===== src/rtl/lcd_text_scheduler.sv =====
// Buffers UART bytes in a small FIFO, tracks a 2xCOLS cursor and issues one
// DDRAM address + character write at a time to the LCD writer over req/ack.
module lcd_text_scheduler #(
  parameter int DEPTH = 4,
  parameter int COLS  = 16
) (
  input  logic                     CLK,
  input  logic                     reset,
  input  logic [7:0]               rx_data,
  input  logic                     rx_valid,
  output logic                     lcd_req,
  output logic [7:0]               lcd_addr,
  output logic [7:0]               lcd_char,
  input  logic                     lcd_ack,
  output logic                     busy,
  output logic                     overflow,
  output logic [$clog2(DEPTH):0]   fifo_count,
  output logic                     cur_row,
  output logic [3:0]               cur_col
);

  localparam int AW = $clog2(DEPTH);
  localparam logic [3:0] LAST_COL = 4'(COLS - 1);

  typedef enum logic [1:0] {IDLE, DECODE, ISSUE, CLEAR} state_t;

  state_t          state, state_n;
  logic [7:0]      mem [DEPTH];
  logic [AW-1:0]   wr_ptr, rd_ptr;
  logic            push, pop, full;
  logic [7:0]      byte_r, byte_n;
  logic            post_row, post_row_n, clr_row, clr_row_n, row_n;
  logic [3:0]      post_col, post_col_n, clr_col, clr_col_n, col_n;
  logic            req_n;
  logic [7:0]      addr_n, char_n;

  function automatic logic [7:0] addr_of(input logic row, input logic [3:0] col);
    return {1'b1, row, 2'b00, col};
  endfunction

  function automatic logic [4:0] next_pos(input logic row, input logic [3:0] col);
    return (col == LAST_COL) ? {~row, 4'd0} : {row, col + 4'd1};
  endfunction

  function automatic logic [4:0] prev_pos(input logic row, input logic [3:0] col);
    return (col == 4'd0) ? {~row, LAST_COL} : {row, col - 4'd1};
  endfunction

  assign full = (fifo_count == (AW+1)'(DEPTH));
  assign push = rx_valid && !full;
  assign busy = (state != IDLE);

  // Storage has no reset: only entries between the pointers are ever read.
  always_ff @(posedge CLK) begin
    if (push) mem[wr_ptr] <= rx_data;
  end

  always_ff @(posedge CLK or posedge reset) begin
    if (reset) begin
      wr_ptr     <= '0;
      rd_ptr     <= '0;
      fifo_count <= '0;
      overflow   <= 1'b0;
    end else begin
      if (push) wr_ptr <= wr_ptr + AW'(1);
      if (pop)  rd_ptr <= rd_ptr + AW'(1);
      fifo_count <= fifo_count + (AW+1)'(push) - (AW+1)'(pop);
      if (rx_valid && full) overflow <= 1'b1;
    end
  end

  always_ff @(posedge CLK or posedge reset) begin
    if (reset) begin
      state    <= IDLE;
      lcd_req  <= 1'b0;
      lcd_addr <= 8'h80;
      lcd_char <= 8'h20;
      cur_row  <= 1'b0;
      cur_col  <= 4'd0;
      post_row <= 1'b0;
      post_col <= 4'd0;
      clr_row  <= 1'b0;
      clr_col  <= 4'd0;
      byte_r   <= 8'h00;
    end else begin
      state    <= state_n;
      lcd_req  <= req_n;
      lcd_addr <= addr_n;
      lcd_char <= char_n;
      cur_row  <= row_n;
      cur_col  <= col_n;
      post_row <= post_row_n;
      post_col <= post_col_n;
      clr_row  <= clr_row_n;
      clr_col  <= clr_col_n;
      byte_r   <= byte_n;
    end
  end

  // In CLEAR, req drops for one cycle between writes while the next address loads.
  always_comb begin
    state_n    = state;
    pop        = 1'b0;
    byte_n     = byte_r;
    req_n      = lcd_req;
    addr_n     = lcd_addr;
    char_n     = lcd_char;
    row_n      = cur_row;
    col_n      = cur_col;
    post_row_n = post_row;
    post_col_n = post_col;
    clr_row_n  = clr_row;
    clr_col_n  = clr_col;
    case (state)
      IDLE: begin
        if (fifo_count != '0) begin
          pop     = 1'b1;
          byte_n  = mem[rd_ptr];
          state_n = DECODE;
        end
      end
      DECODE: begin
        state_n = IDLE;
        if (byte_r >= 8'h20 && byte_r <= 8'h7E) begin
          addr_n                   = addr_of(cur_row, cur_col);
          char_n                   = byte_r;
          {post_row_n, post_col_n} = next_pos(cur_row, cur_col);
          req_n                    = 1'b1;
          state_n                  = ISSUE;
        end else begin
          case (byte_r)
            8'h0A: begin
              row_n = ~cur_row;
              col_n = 4'd0;
            end
            8'h0D: col_n = 4'd0;
            8'h08: begin
              if (cur_row || cur_col != 4'd0) begin
                {row_n, col_n}           = prev_pos(cur_row, cur_col);
                {post_row_n, post_col_n} = {row_n, col_n};
                addr_n                   = addr_of(row_n, col_n);
                char_n                   = 8'h20;
                req_n                    = 1'b1;
                state_n                  = ISSUE;
              end
            end
            8'h0C: begin
              clr_row_n = 1'b0;
              clr_col_n = 4'd0;
              state_n   = CLEAR;
            end
            default: ;
          endcase
        end
      end
      ISSUE: begin
        if (lcd_ack) begin
          req_n   = 1'b0;
          row_n   = post_row;
          col_n   = post_col;
          state_n = IDLE;
        end
      end
      CLEAR: begin
        if (!lcd_req) begin
          addr_n = addr_of(clr_row, clr_col);
          char_n = 8'h20;
          req_n  = 1'b1;
        end else if (lcd_ack) begin
          req_n = 1'b0;
          if (clr_row && clr_col == LAST_COL) begin
            row_n   = 1'b0;
            col_n   = 4'd0;
            state_n = IDLE;
          end else begin
            {clr_row_n, clr_col_n} = next_pos(clr_row, clr_col);
          end
        end
      end
      default: state_n = IDLE;
    endcase
  end

endmodule


===== config.mk =====
export PLATFORM = sky130hd
export DESIGN_NAME = lcd_text_scheduler
export DESIGN_NICKNAME = d
export VERILOG_FILES = /design/src/rtl/lcd_text_scheduler.sv
export SDC_FILE = /design/constraint.sdc
export NUM_CORES = 1
export LEC_CHECK = 0
export CAP_MARGIN = 20
export CORE_UTILIZATION = 44
export CTS_CLUSTER_SIZE = 24
export DETAILED_ROUTE_END_ITERATION = 6
export GPL_TIMING_DRIVEN = 0
export REMOVE_ABC_BUFFERS = 1
export SLEW_MARGIN = 20
export SYNTH_ARGS = -nofsm -noshare
export SYNTH_HDL_FRONTEND = slang
export SYNTH_SLANG_ARGS = --single-unit

===== constraint.sdc =====
create_clock -name CLK -period 3.7 [get_ports CLK]
set_input_delay 0.74 -clock CLK [delete_from_list [all_inputs] [get_ports CLK]]
set_output_delay 0.74 -clock CLK [all_outputs]
set_load 0.03 [all_outputs]

Word level (Yosys, flattened, before mapping)
Memory sizes are Yosys's and may differ from the RTL's. A register that Yosys moved wholly into a read port is not among the register bits.
Index checks and enable logic that the tools add are counted.
{"block": "word_totals", "regBits": 42, "mem_bits_rw": 32, "in_bits": 12, "elab_cells": 141, "mem_count": 1}
{"memory": "mem", "depth": 4, "word_bits": 8, "rd": 1, "rd_clocked_by_memory_dff": 1, "write_ports": 1, "line": "28", "rtl": "logic [7:0] mem [DEPTH];"}
{"block": "op_classes", "add_sub_neg": 7, "order_cmp": 2, "eq_ne": 25, "muxes": 65, "n_bitwise": 2, "reduce_logical": 25}
{"operator": "8-bit 2-to-1 mux", "n": 8}
{"operator": "4-bit 2-to-1 mux", "n": 13}
{"operator": "8-bit by 4-bit == test with 1-bit output (second input constant)", "n": 4}
{"operator": "8-bit one-hot mux with 2 select lines", "n": 2}
{"operator": "1-bit 2-to-1 mux", "n": 23}
{"operator": "2-bit != test (second input constant)", "n": 9}
{"operator": "4-bit one-hot mux with 2 select lines", "n": 2}
{"operator": "8-bit AND reduction", "n": 2}
{"operator": "5-bit 2-to-1 mux", "n": 3}
{"operator": "2-bit 2-to-1 mux", "n": 7}
{"operator": "3-bit != test (second input constant)", "n": 4}
{"operator": "4-bit one-hot mux with 3 select lines", "n": 1}
{"operator": "4-bit by 1-bit adder with 4-bit output (second input constant)", "n": 2}
{"operator": "4-bit == test (second input constant)", "n": 2}
{"operator": "8-bit by 6-bit greater-or-equal comparator with 1-bit output (second input constant)", "n": 1}
{"operator": "8-bit by 7-bit less-or-equal comparator with 1-bit output (second input constant)", "n": 1}
{"operator": "2-bit one-hot mux with 4 select lines", "n": 1}
{"operator": "4-bit AND reduction", "n": 2}
{"operator": "2-bit nonzero test", "n": 4}
{"operator": "7-bit AND reduction", "n": 1}
{"operator": "1-bit one-hot mux with 3 select lines", "n": 2}
{"operator": "6-bit AND reduction", "n": 1}
{"operator": "3-bit nonzero test", "n": 2}
{"operator": "5-bit AND reduction", "n": 1}
{"operator": "21 further kinds", "n": 28}

Logic depth before layout (Yosys ltp)
Gate-level depths: netlist of run 1.
{"block": "logic_depth", "ltp_word": 6, "depth_mapped": 12, "ltp_nobuf": 10}

Worst setup path after synthesis of run 1
No wires, ideal clock.
{"block": "synth_path", "path_kind": "in2reg", "start": "in rx_valid", "end": "reg fifo_count[2]", "arrival_ns": 2.290, "path_slack_ns": 1.272, "cell_stages": 9, "path_buffers": 0, "cell_sequence": "a21boi_1 -> inv_1 -> ha_1 -> inv_1 -> ha_1 -> inv_1 -> fa_1 -> xnor2_1 -> xnor2_1"}
{"block": "synth_between", "elab_chain_len": 3}
{"element": "start, declared", "line": "10", "rtl": "input logic rx_valid,"}
{"element": "1-bit logical AND", "line": "50", "rtl": "assign push = rx_valid && !full;"}
{"element": "3-bit by 1-bit adder with 3-bit output", "line": "67", "rtl": "fifo_count <= fifo_count + (AW+1)'(push) - (AW+1)'(pop);"}
{"element": "3-bit by 1-bit subtractor with 3-bit output", "line": "67"}
{"element": "end signal, assigned", "line": "67"}
{"element": "end, declared", "line": "17", "rtl": "output logic [$clog2(DEPTH):0] fifo_count,"}
No other way between the ends.
A chain may end at the register's enable or synchronous reset.

Worst setup path in the final report of run 1
{"block": "layout_path", "start": "reg state[1]", "end": "reg fifo_count[2]"}
{"block": "layout_between", "elab_chain_len": 3}
{"element": "start, declared", "line": "27", "rtl": "state_t state, state_n;"}
{"element": "start signal, assigned", "line": "86", "rtl": "state <= state_n;"}
{"element": "2-bit logical NOT", "line": "114", "rtl": "case (state)"}
{"element": "1-bit 2-to-1 mux", "line": "114"}
{"element": "3-bit by 1-bit subtractor with 3-bit output", "line": "67"}
No other way between the ends.

==> qor.csv, run 1 <==
metric,value,unit
Power Total,3.94,mW
Synth Register Bits,79,
Reg2Reg Depth,10,
register area,0.00214,mm²
number of diodes,0,
Ports,39,
hold endpoint,lcd_char[5]$_DFFE_PP1P_,
RSZ-0062 raised after global routing,no,
H-tree depth,3,
CORE AREA,0.00826,mm²
Critical Path Sink Type,register,
Final TNS setup,0,ns
global-route wire length before repair,11.8,mm
Slew HR,33.1,%
layout cell share with drive strength beyond 1,13.4,%
First DRT Iteration DRCs,120,
Die Height,94.6,µm
Longest Clk Path Bufs,2,
initial antenna violation count,0,
RR Endpoint,fifo_count[2]$_DFF_PP0_,
final count of hold timing violations,0,
"Cell Area, Synth",0.00377,mm²
root buffer cell,clkbuf_8,
Synth Flop Type,dfrtp_1,
setup bufs post-CTS,0,
Avg WL per Cell,16.0,µm
post-CTS sizing,0,
Tcrit/Tclk final,82.1,%
Crit Path Class,register to register,
Die ar.,0.00895,mm²
worst-skew pair later-pin latency,0.36,ns
GP Congestion,0.830,
worst hold path type,register to register,
hold buffer count at cts,0,
Final Setup Violations,0,
Synth Warn #,0,
syn avg cell area,12.5,µm²
Multi-input gate area,0.00149,mm²
post-layout min period,3.04,ns
TritonCTS clock tree,yes,
sequential area share after synthesis,56.6,%
Worst Skew,0.0133,ns
fmax,0.329,GHz
final core occ,53.5,%
row count,33,
dpl cells,432,
status,"complete, no violations",
"FFs w/ async S/R, synth",59.5,%
remaining global-route overflow,0,
Routed WL,7.17,mm
Post-synth EDFFs,32,
clock net sink count,79,
Fillers,746,
"commonest non-fill, non-tap cells in the layout","dfrtp_1 (46), clkdlybuf4s50_1 (35), edfxtp_1 (32)",
Hold Path Stages,2,
largest net degree at the start of global routing,25,
Via density,5.34,
DR pass1 iterations,4,
initial core utilization,45.7,%
maximum VDD drop,0.000308,V
Via Count,2393,
DRT antenna net count,0,
"Req. time, crit path",3.94,ns
vias in the first global route,2322,
WP data arrival,3.28,ns
Num CTS Buffers,9,
Post-Synthesis Cells,302,
Final Max Slew Viols,0,
DRC errors left,0,
hold_ws,0.471,ns
cell area power density,892,mW/mm²
Leak Pwr,1.76,nW
area growth from synthesis to layout,17.1,%
final net count,362,
die width,94.6,µm
DP HPWL,5.07,mm
reg2reg start,state[1]$_DFFE_PP0P_,
"commonest non-fill, non-tap cell in the layout",dfrtp_1,
"Clk pin slew, worst setup/hold paths",0.09,ns
max_cap viols,0,
Total GRT Usage,18.0,%
Startpoint Class,register,
Worst-Margin Slew,1.00,ns
final cell count without fillers,448,
unique cell type count in the Yosys netlist,62,
R2R setup slack,0.66,ns
Hold Path Origin,lcd_char[5]$_DFFE_PP1P_,
worst-path fanout max,16,
number of port buffers,35,
[stage by stage]
step                      cell area [µm²]  setup WS (ns)
final                                4420          0.662
after global placement               4190          0.626
after floorplan                      3710          0.950
after global routing                 4420          0.393
after CTS                            4420          0.633
after detailed placement             4210          0.618
[cell families (layout without fill, tap and decap cells)]
family                     Yosys count  count (layout)  synth area share (%)
other                                2               3                 0.199
muxes                               27              27                  10.2
AOI/OAI and AO/OA                   65              65                  12.1
xor gates and xnor gates             9               9                  2.09
and+or+nand+nor                     76              76                  10.7
DFF                                 79              79                  56.6
buffers and inverters               32              72                  3.88
adders and majority gates           12              12                  4.18
[cells in the mapped netlist, drive strengths merged, types with 6 or more instances]
cell    count  area (µm²)
mux2i       7        70.1
o21ai      21         109
inv        20        75.1
nand2      25        93.8
xnor2       8        70.1
buf         8        56.3
edfxtp     32         961
a22o        6        52.6
ha         11         138
nor2       18        70.1
nand3       7        35.0
dfrtp      46        1150
mux2       12         135
mux4        8         180
and2        6        37.5
a21oi      10        57.6
[worst max-delay path by stage]
stage	slack (ns)	cells after the start	startpoint	to
floorplan	0.95	10	state[1]$_DFFE_PP0P_	fifo_count[2]$_DFF_PP0_
global placement	0.63	10	rx_valid	fifo_count[2]$_DFF_PP0_
detailed placement	0.62	10	rx_valid	fifo_count[2]$_DFF_PP0_
CTS	0.63	10	state[1]$_DFFE_PP0P_	fifo_count[2]$_DFF_PP0_
global route	0.39	10	state[1]$_DFFE_PP0P_	fifo_count[2]$_DFF_PP0_
finish	0.66	10	state[1]$_DFFE_PP0P_	fifo_count[2]$_DFF_PP0_
[worst max-delay path: stages, from the launching register on]
cell,delay [ns]
dfrtp_1,0.58
nor2_1,0.24
inv_1,0.08
nor2_1,0.77
ha_1,0.38
inv_1,0.06
ha_1,0.13
inv_1,0.04
fa_1,0.37
xnor2_1,0.14
xnor2_1,0.12
[state kept, by name (all words and copies together), names as in the netlist]
name and count:
byte_r 8, clr_col 4, clr_row 1, cur_col 4, cur_row 1, fifo_count 3, lcd_addr 5, lcd_char 8
lcd_req 1, mem 32, overflow 1, post_col 4, post_row 1, rd_ptr 2, state 2, wr_ptr 2
[final cells by class]
| cell class | count | share of cell area (%) |
|---|---|---|
| multi-input cells | 192 | 33.8 |
| clock buffers | 9 | 2.80 |
| well taps | 105 | 2.97 |
| clock inverters | 7 | 1.95 |
| repair buffers | 36 | 8.38 |
| flip-flops and latches | 79 | 48.4 |
| inverters | 20 | 1.70 |
[power by group]
group          internal [mW]  total [mW]  switching (mW)
Combinational          0.782        1.71           0.931
Sequential              1.22        1.55           0.324
Clock                  0.327       0.684           0.357
[per-layer routing]
metal	vias up	part of all wire [%]	track usage, %
met2	47	50	29.9
met5	-	0	0
met1	1163	46	23.1
li1	1173	-	-
met4	0	1.7	7.58
met3	10	2.7	3.14
Note: power is estimated with default switching activity, not from simulation.
==> inputs of run 2 (changes only) <==
==> constraint.sdc (replaced) <==
create_clock -name CLK -period 2.9 [get_ports CLK]
set_input_delay 0.58 -clock CLK [delete_from_list [all_inputs] [get_ports CLK]]
set_output_delay 0.58 -clock CLK [all_outputs]
set_load 0.03 [all_outputs]
==> run 2 against run 1 <==
Compared with the run above: fmax rose by 14%; global-route usage did not move; flip-flop and latch count did not move; combinational power rose by 29%; via count rose by 0.13%; largest cell class unchanged; sequential power rose by 27%.
==> qor.csv, run 2 (same netlist as run 1, synthesis figures left out) <==
metric,value,unit
hold endpoint,lcd_char[5]$_DFFE_PP1P_,
worst hold path type,register to register,
row count,33,
cell area power density,1140,mW/mm²
Multi-input gate area,0.00150,mm²
max FFs per register,32,
worst-path fanout max,18,
CORE AREA,0.00826,mm²
"commonest non-fill, non-tap cells in the layout","dfrtp_1 (46), clkdlybuf4s50_1 (35), edfxtp_1 (32)",
number of port buffers,35,
Final Max Slew Viols,0,
Via Count,2396,
reg2reg start,cur_col[0]$_DFFE_PP0P_,
Avg WL per Cell,16.0,µm
initial core utilization,45.7,%
status,"complete, no violations",
Longest Clk Path Bufs,2,
Die Height,94.6,µm
Tcrit/Tclk final,91.6,%
Top Registers,"mem (32), byte_r (8), lcd_char (8)",
worst path cell trace,inv_1 > ha_1 > or3b_1 > inv_1 > ha_1 > inv_1 > nand3_1 > a31o_1 > a211oi_1 > a21o_1,
Hold Path Stages,2,
RSZ-0062 raised after global routing,no,
DR pass1 iterations,4,
Num CTS Buffers,9,
"Largest delay share family, worst path",compound AO/OA/AOI/OAI gates,
Die ar.,0.00895,mm²
global-route wire length before repair,11.8,mm
number of diodes,0,
GP Congestion,0.830,
DP HPWL,5.07,mm
Final TNS setup,0,ns
"Req. time, crit path",3.16,ns
Ports,39,
max_cap viols,0,
RR Endpoint,lcd_addr[2]$_DFFE_PP0P_,
"commonest non-fill, non-tap cell in the layout",dfrtp_1,
First DRT Iteration DRCs,120,
Worst-Margin Slew,0.696,ns
largest net degree at the start of global routing,25,
Fillers,745,
DRT antenna net count,0,
Total GRT Usage,18.0,%
buffer and inverter count on the worst path,3,
dpl cells,432,
post-layout min period,2.66,ns
Slew HR,53.6,%
DRC errors left,0,
vias in the first global route,2322,
Leak Pwr,1.76,nW
layout cell share with drive strength beyond 1,13.7,%
Power Total,5.04,mW
"slowest stage cell, crit path",a31o_1,
die width,94.6,µm
initial antenna violation count,0,
CP most frequent cell,inv_1,
final cell count without fillers,448,
Worst Skew,0.0135,ns
fmax,0.376,GHz
H-tree depth,3,
"Clk pin slew, worst setup/hold paths",0.09,ns
register area,0.00214,mm²
Reg2Reg Depth,10,
final net count,362,
Crit Path Class,register to register,
Largest Register,mem,
root buffer cell,clkbuf_8,
Startpoint Class,register,
remaining global-route overflow,0,
Hold Path Origin,lcd_char[5]$_DFFE_PP1P_,
final count of hold timing violations,0,
slack of the critical path,0.243,ns
Final Setup Violations,0,
Critical Path Sink Type,register,
Critical Path Max Stage Delay,0.62,ns
worst-skew pair later-pin latency,0.36,ns
hold_ws,0.471,ns
Routed WL,7.18,mm
WP data arrival,2.91,ns
TritonCTS clock tree,yes,
area growth from synthesis to layout,17.3,%
maximum VDD drop,0.000392,V
Via density,5.35,
clock net sink count,79,
R2R setup slack,0.24,ns
worst slack at placement,-0.145,ns
[run 2: cell counts in the layout (fill, tap and decap cells not counted)]
No cell type changed its count.
[run 2: how the worst max path moves through the flow]
stage                           startpoint                      end  slack, ns  depth (start not counted)
floorplan             state[1]$_DFFE_PP0P_  fifo_count[2]$_DFF_PP0_       0.15                         10
global placement      state[1]$_DFFE_PP0P_  fifo_count[2]$_DFF_PP0_      -0.13                         10
detailed placement    state[1]$_DFFE_PP0P_  fifo_count[2]$_DFF_PP0_      -0.15                         10
CTS                   state[1]$_DFFE_PP0P_  fifo_count[2]$_DFF_PP0_       0.12                         10
global route        cur_col[0]$_DFFE_PP0P_  lcd_addr[2]$_DFFE_PP0P_       0.03                         10
finish              cur_col[0]$_DFFE_PP0P_  lcd_addr[2]$_DFFE_PP0P_       0.24                         10
[run 2: worst min-delay path: cells and delay by family, from the launching register on]
kind | cells | cell delay (ns)
and+or+nand+nor | 1 | 0.04
AOI/OAI and AO/OA | 1 | 0.05
DFF | 1 | 0.38
[run 2: layout make-up]
cell class                 instances  share of cell area [%]
clock buffer                       9                    2.80
clock inverter                     7                    1.95
inverter                          20                    1.70
multi-input combinational        192                    33.9
sequential                        79                    48.3
tap                              105                    2.97
timing repair buffer              36                    8.37
[run 2: through the flow]
stage	cell area, µm²	utilization [%]
detailed placement	4210	51.0
floorplan	3710	-
global placement	4190	50.7
CTS	4420	53.5
finish	4430	53.6
global route	4430	53.6
[run 2: metal layers]
layer  vias to the layer above  wire length, µm  part of all wire, %  GRT usage [%]
met5                         -                0                    0              0
met2                        46             3590                   50           29.9
met3                        10              192                  2.7           3.14
met4                         0              121                  1.7           7.58
li1                       1173                -                    -              -
met1                      1167             3280                   46           23.1
[run 2: timing repair]
action                                  CTS  global route
endpoints found under the setup margin    2             1
resized for setup                         1             1
cloned                                    0             0
hold buffers                              0             0
setup buffers                             0             0
pin swaps                                 0             0
[run 2: power by group]
group / total, mW / internal (mW) / leakage [nW] / switching, mW
Clock: 0.872 / 0.417 / 0.104 / 0.455
Combinational: 2.20 / 1.00 / 0.791 / 1.19
Sequential: 1.97 / 1.56 / 0.862 / 0.413
Total: 5.04 / 2.98 / 1.76 / 2.06
==> inputs of run 3 (changes only) <==
--- a/config.mk
+++ b/config.mk
@@ -5,7 +5,7 @@
 export SDC_FILE = /design/constraint.sdc
 export NUM_CORES = 1
 export LEC_CHECK = 0
-export CAP_MARGIN = 20
+export CORE_ASPECT_RATIO = 1.75
 export CORE_UTILIZATION = 44
 export CTS_CLUSTER_SIZE = 24
 export DETAILED_ROUTE_END_ITERATION = 6
==> run 3 against run 2 <==
Compared with the run above: worst setup slack better by 0.022 ns; non-clock buffer count unchanged; design area up 3.3%; core utilization up 1.4 points; worst hold slack better by 0.0075 ns; register-to-register slack better by 0.02 ns; count of clock-buffer cells in the layout unchanged; sequential share of layout area down 1.6 points; clock power up 48%; global-route usage up 0.42 points; largest power group unchanged.
==> qor.csv, run 3 (same netlist as run 1, synthesis figures left out) <==
metric,value,unit
final net count,362,
Top Registers,"mem (32), byte_r (8), lcd_char (8)",
Fillers,728,
row count,44,
DR pass1 iterations,4,
maximum VDD drop,0.000618,V
met1 WL,2.77,mm
initial antenna violation count,0,
clock net sink count,79,
CORE AREA,0.00831,mm²
worst-path fanout max,18,
number of diodes,0,
Avg WL per Cell,16.2,µm
max_cap viols,0,
RSZ-0062 raised after global routing,no,
worst hold path type,register to register,
Die Height,125,µm
die width,72.0,µm
TritonCTS clock tree,yes,
metal2 WL,4.28,mm
layout cell share with drive strength beyond 1,13.4,%
Hold Path Stages,2,
Via density,5.29,
"commonest non-fill, non-tap cells in the layout","dfrtp_1 (46), clkdlybuf4s50_1 (35), edfxtp_1 (32)",
"commonest non-fill, non-tap cell in the layout",dfrtp_1,
Die ar.,0.00897,mm²
fmax,0.379,GHz
Critical Path Sink Type,register,
hold buffer count at cts,0,
final core occ,55.0,%
Longest Clk Path Bufs,2,
remaining global-route overflow,0,
post-layout min period,2.64,ns
Via Count,2425,
"Req. time, crit path",3.13,ns
hold_ws,0.478,ns
Largest Register,mem,
Tcrit/Tclk final,90.9,%
DRT antenna net count,0,
Num CTS Buffers,9,
GP Congestion,0.865,
setup bufs post-CTS,0,
Reg2Reg Depth,10,
top sig layer,met4,
Crit Path Class,register to register,
largest net degree at the start of global routing,34,
max FFs per register,32,
Leak Pwr,1.82,nW
number of port buffers,35,
global-route wire length before repair,12.4,mm
H-tree depth,3,
Routed WL,7.40,mm
worst-skew pair later-pin latency,0.33,ns
Slew HR,54.5,%
Final Setup Violations,0,
"Clk pin slew, worst setup/hold paths",0.06,ns
root buffer cell,clkbuf_16,
Total GRT Usage,18.4,%
DP HPWL,5.50,mm
area growth from synthesis to layout,21.2,%
cell area power density,1200,mW/mm²
status,"complete, no violations",
DRC errors left,0,
Worst-Margin Slew,0.682,ns
final count of hold timing violations,0,
First DRT Iteration DRCs,80,
initial core utilization,45.4,%
Final Max Slew Viols,0,
WP data arrival,2.86,ns
Worst Skew,0.00519,ns
vias in the first global route,2538,
Startpoint Class,register,
Ports,39,
DR WL met3,154,µm
==> run 3: changes by cell type in the layout (fill, tap and decap cells not counted) <==
cell,delta
clkinv_4,+1
clkbuf_16,+9
inv_6,-1
clkbuf_8,-9
clkinv_1,+1
clkinvlp_4,-1
inv_8,-2
bufinv_16,+2
==> run 3: where the power goes <==
part           internal (mW)  total, mW  switching [mW]
combinational           1.00       2.21            1.21
clock                  0.844       1.29           0.451
sequential              1.56       1.98           0.422
total                   3.41       5.49            2.08
==> run 3: critical path, cell delays in order (launching register included) <==
cell and delay [ns]:
dfrtp_1 0.46, inv_1 0.18, ha_1 0.18, or3b_1 0.39, inv_1 0.10, ha_1 0.14
inv_1 0.05, nand3_1 0.13, a31o_1 0.62, a211oi_1 0.10, a21o_1 0.18
==> run 3: repair_timing <==
action,4_1_cts,5_1_grt
resized for setup,1,1
gates cloned,0,0
endpoints found under the setup margin,2,1
==> run 3: area by class of cell <==
cell class	instances	area, µm²	share of cell area, %
Clock inverter	7	120	2.63
Timing Repair Buffer	36	370	8.10
Multi-Input combinational cell	192	1500	32.8
Tap cell	115	144	3.15
Clock buffer	9	225	4.92
Sequential cell	79	2140	46.7
Inverter	20	75.1	1.64
==> run 3: layer usage <==
layer	vias to the layer above	GRT usage, %
met2	40	34.5
met1	1201	18.8
li1	1172	-
met3	12	4.45
met4	0	7.38
met5	-	0
==> run 3: final timing paths <==
check,from,endpoint,slack [ns]
worst max-delay path,cur_col[0]$_DFFE_PP0P_,lcd_addr[2]$_DFFE_PP0P_,0.26
max in group asynchronous,reset,lcd_char[5]$_DFFE_PP1P_,1.82
worst min-delay path,lcd_char[5]$_DFFE_PP1P_,lcd_char[5]$_DFFE_PP1P_,0.48
worst min register to register,lcd_char[5]$_DFFE_PP1P_,lcd_char[5]$_DFFE_PP1P_,0.48
worst max register to register,cur_col[0]$_DFFE_PP0P_,lcd_addr[2]$_DFFE_PP0P_,0.26
min in group asynchronous,reset,state[1]$_DFFE_PP0P_,0.53
==> run 3: metrics by stage <==
step,power (mW),TNS (ns),instance area [µm²],setup slack [ns],cells
6_report,5.49,0,4570,0.265,458
5_1_grt,5.85,0,4570,0.0188,458
4_1_cts,5.56,0,4570,0.0810,458
3_5_place_dp,4.24,-0.226,4220,-0.194,442
3_3_place_gp,4.19,-0.123,4200,-0.123,441
2_1_floorplan,3.51,0,3710,0.150,291
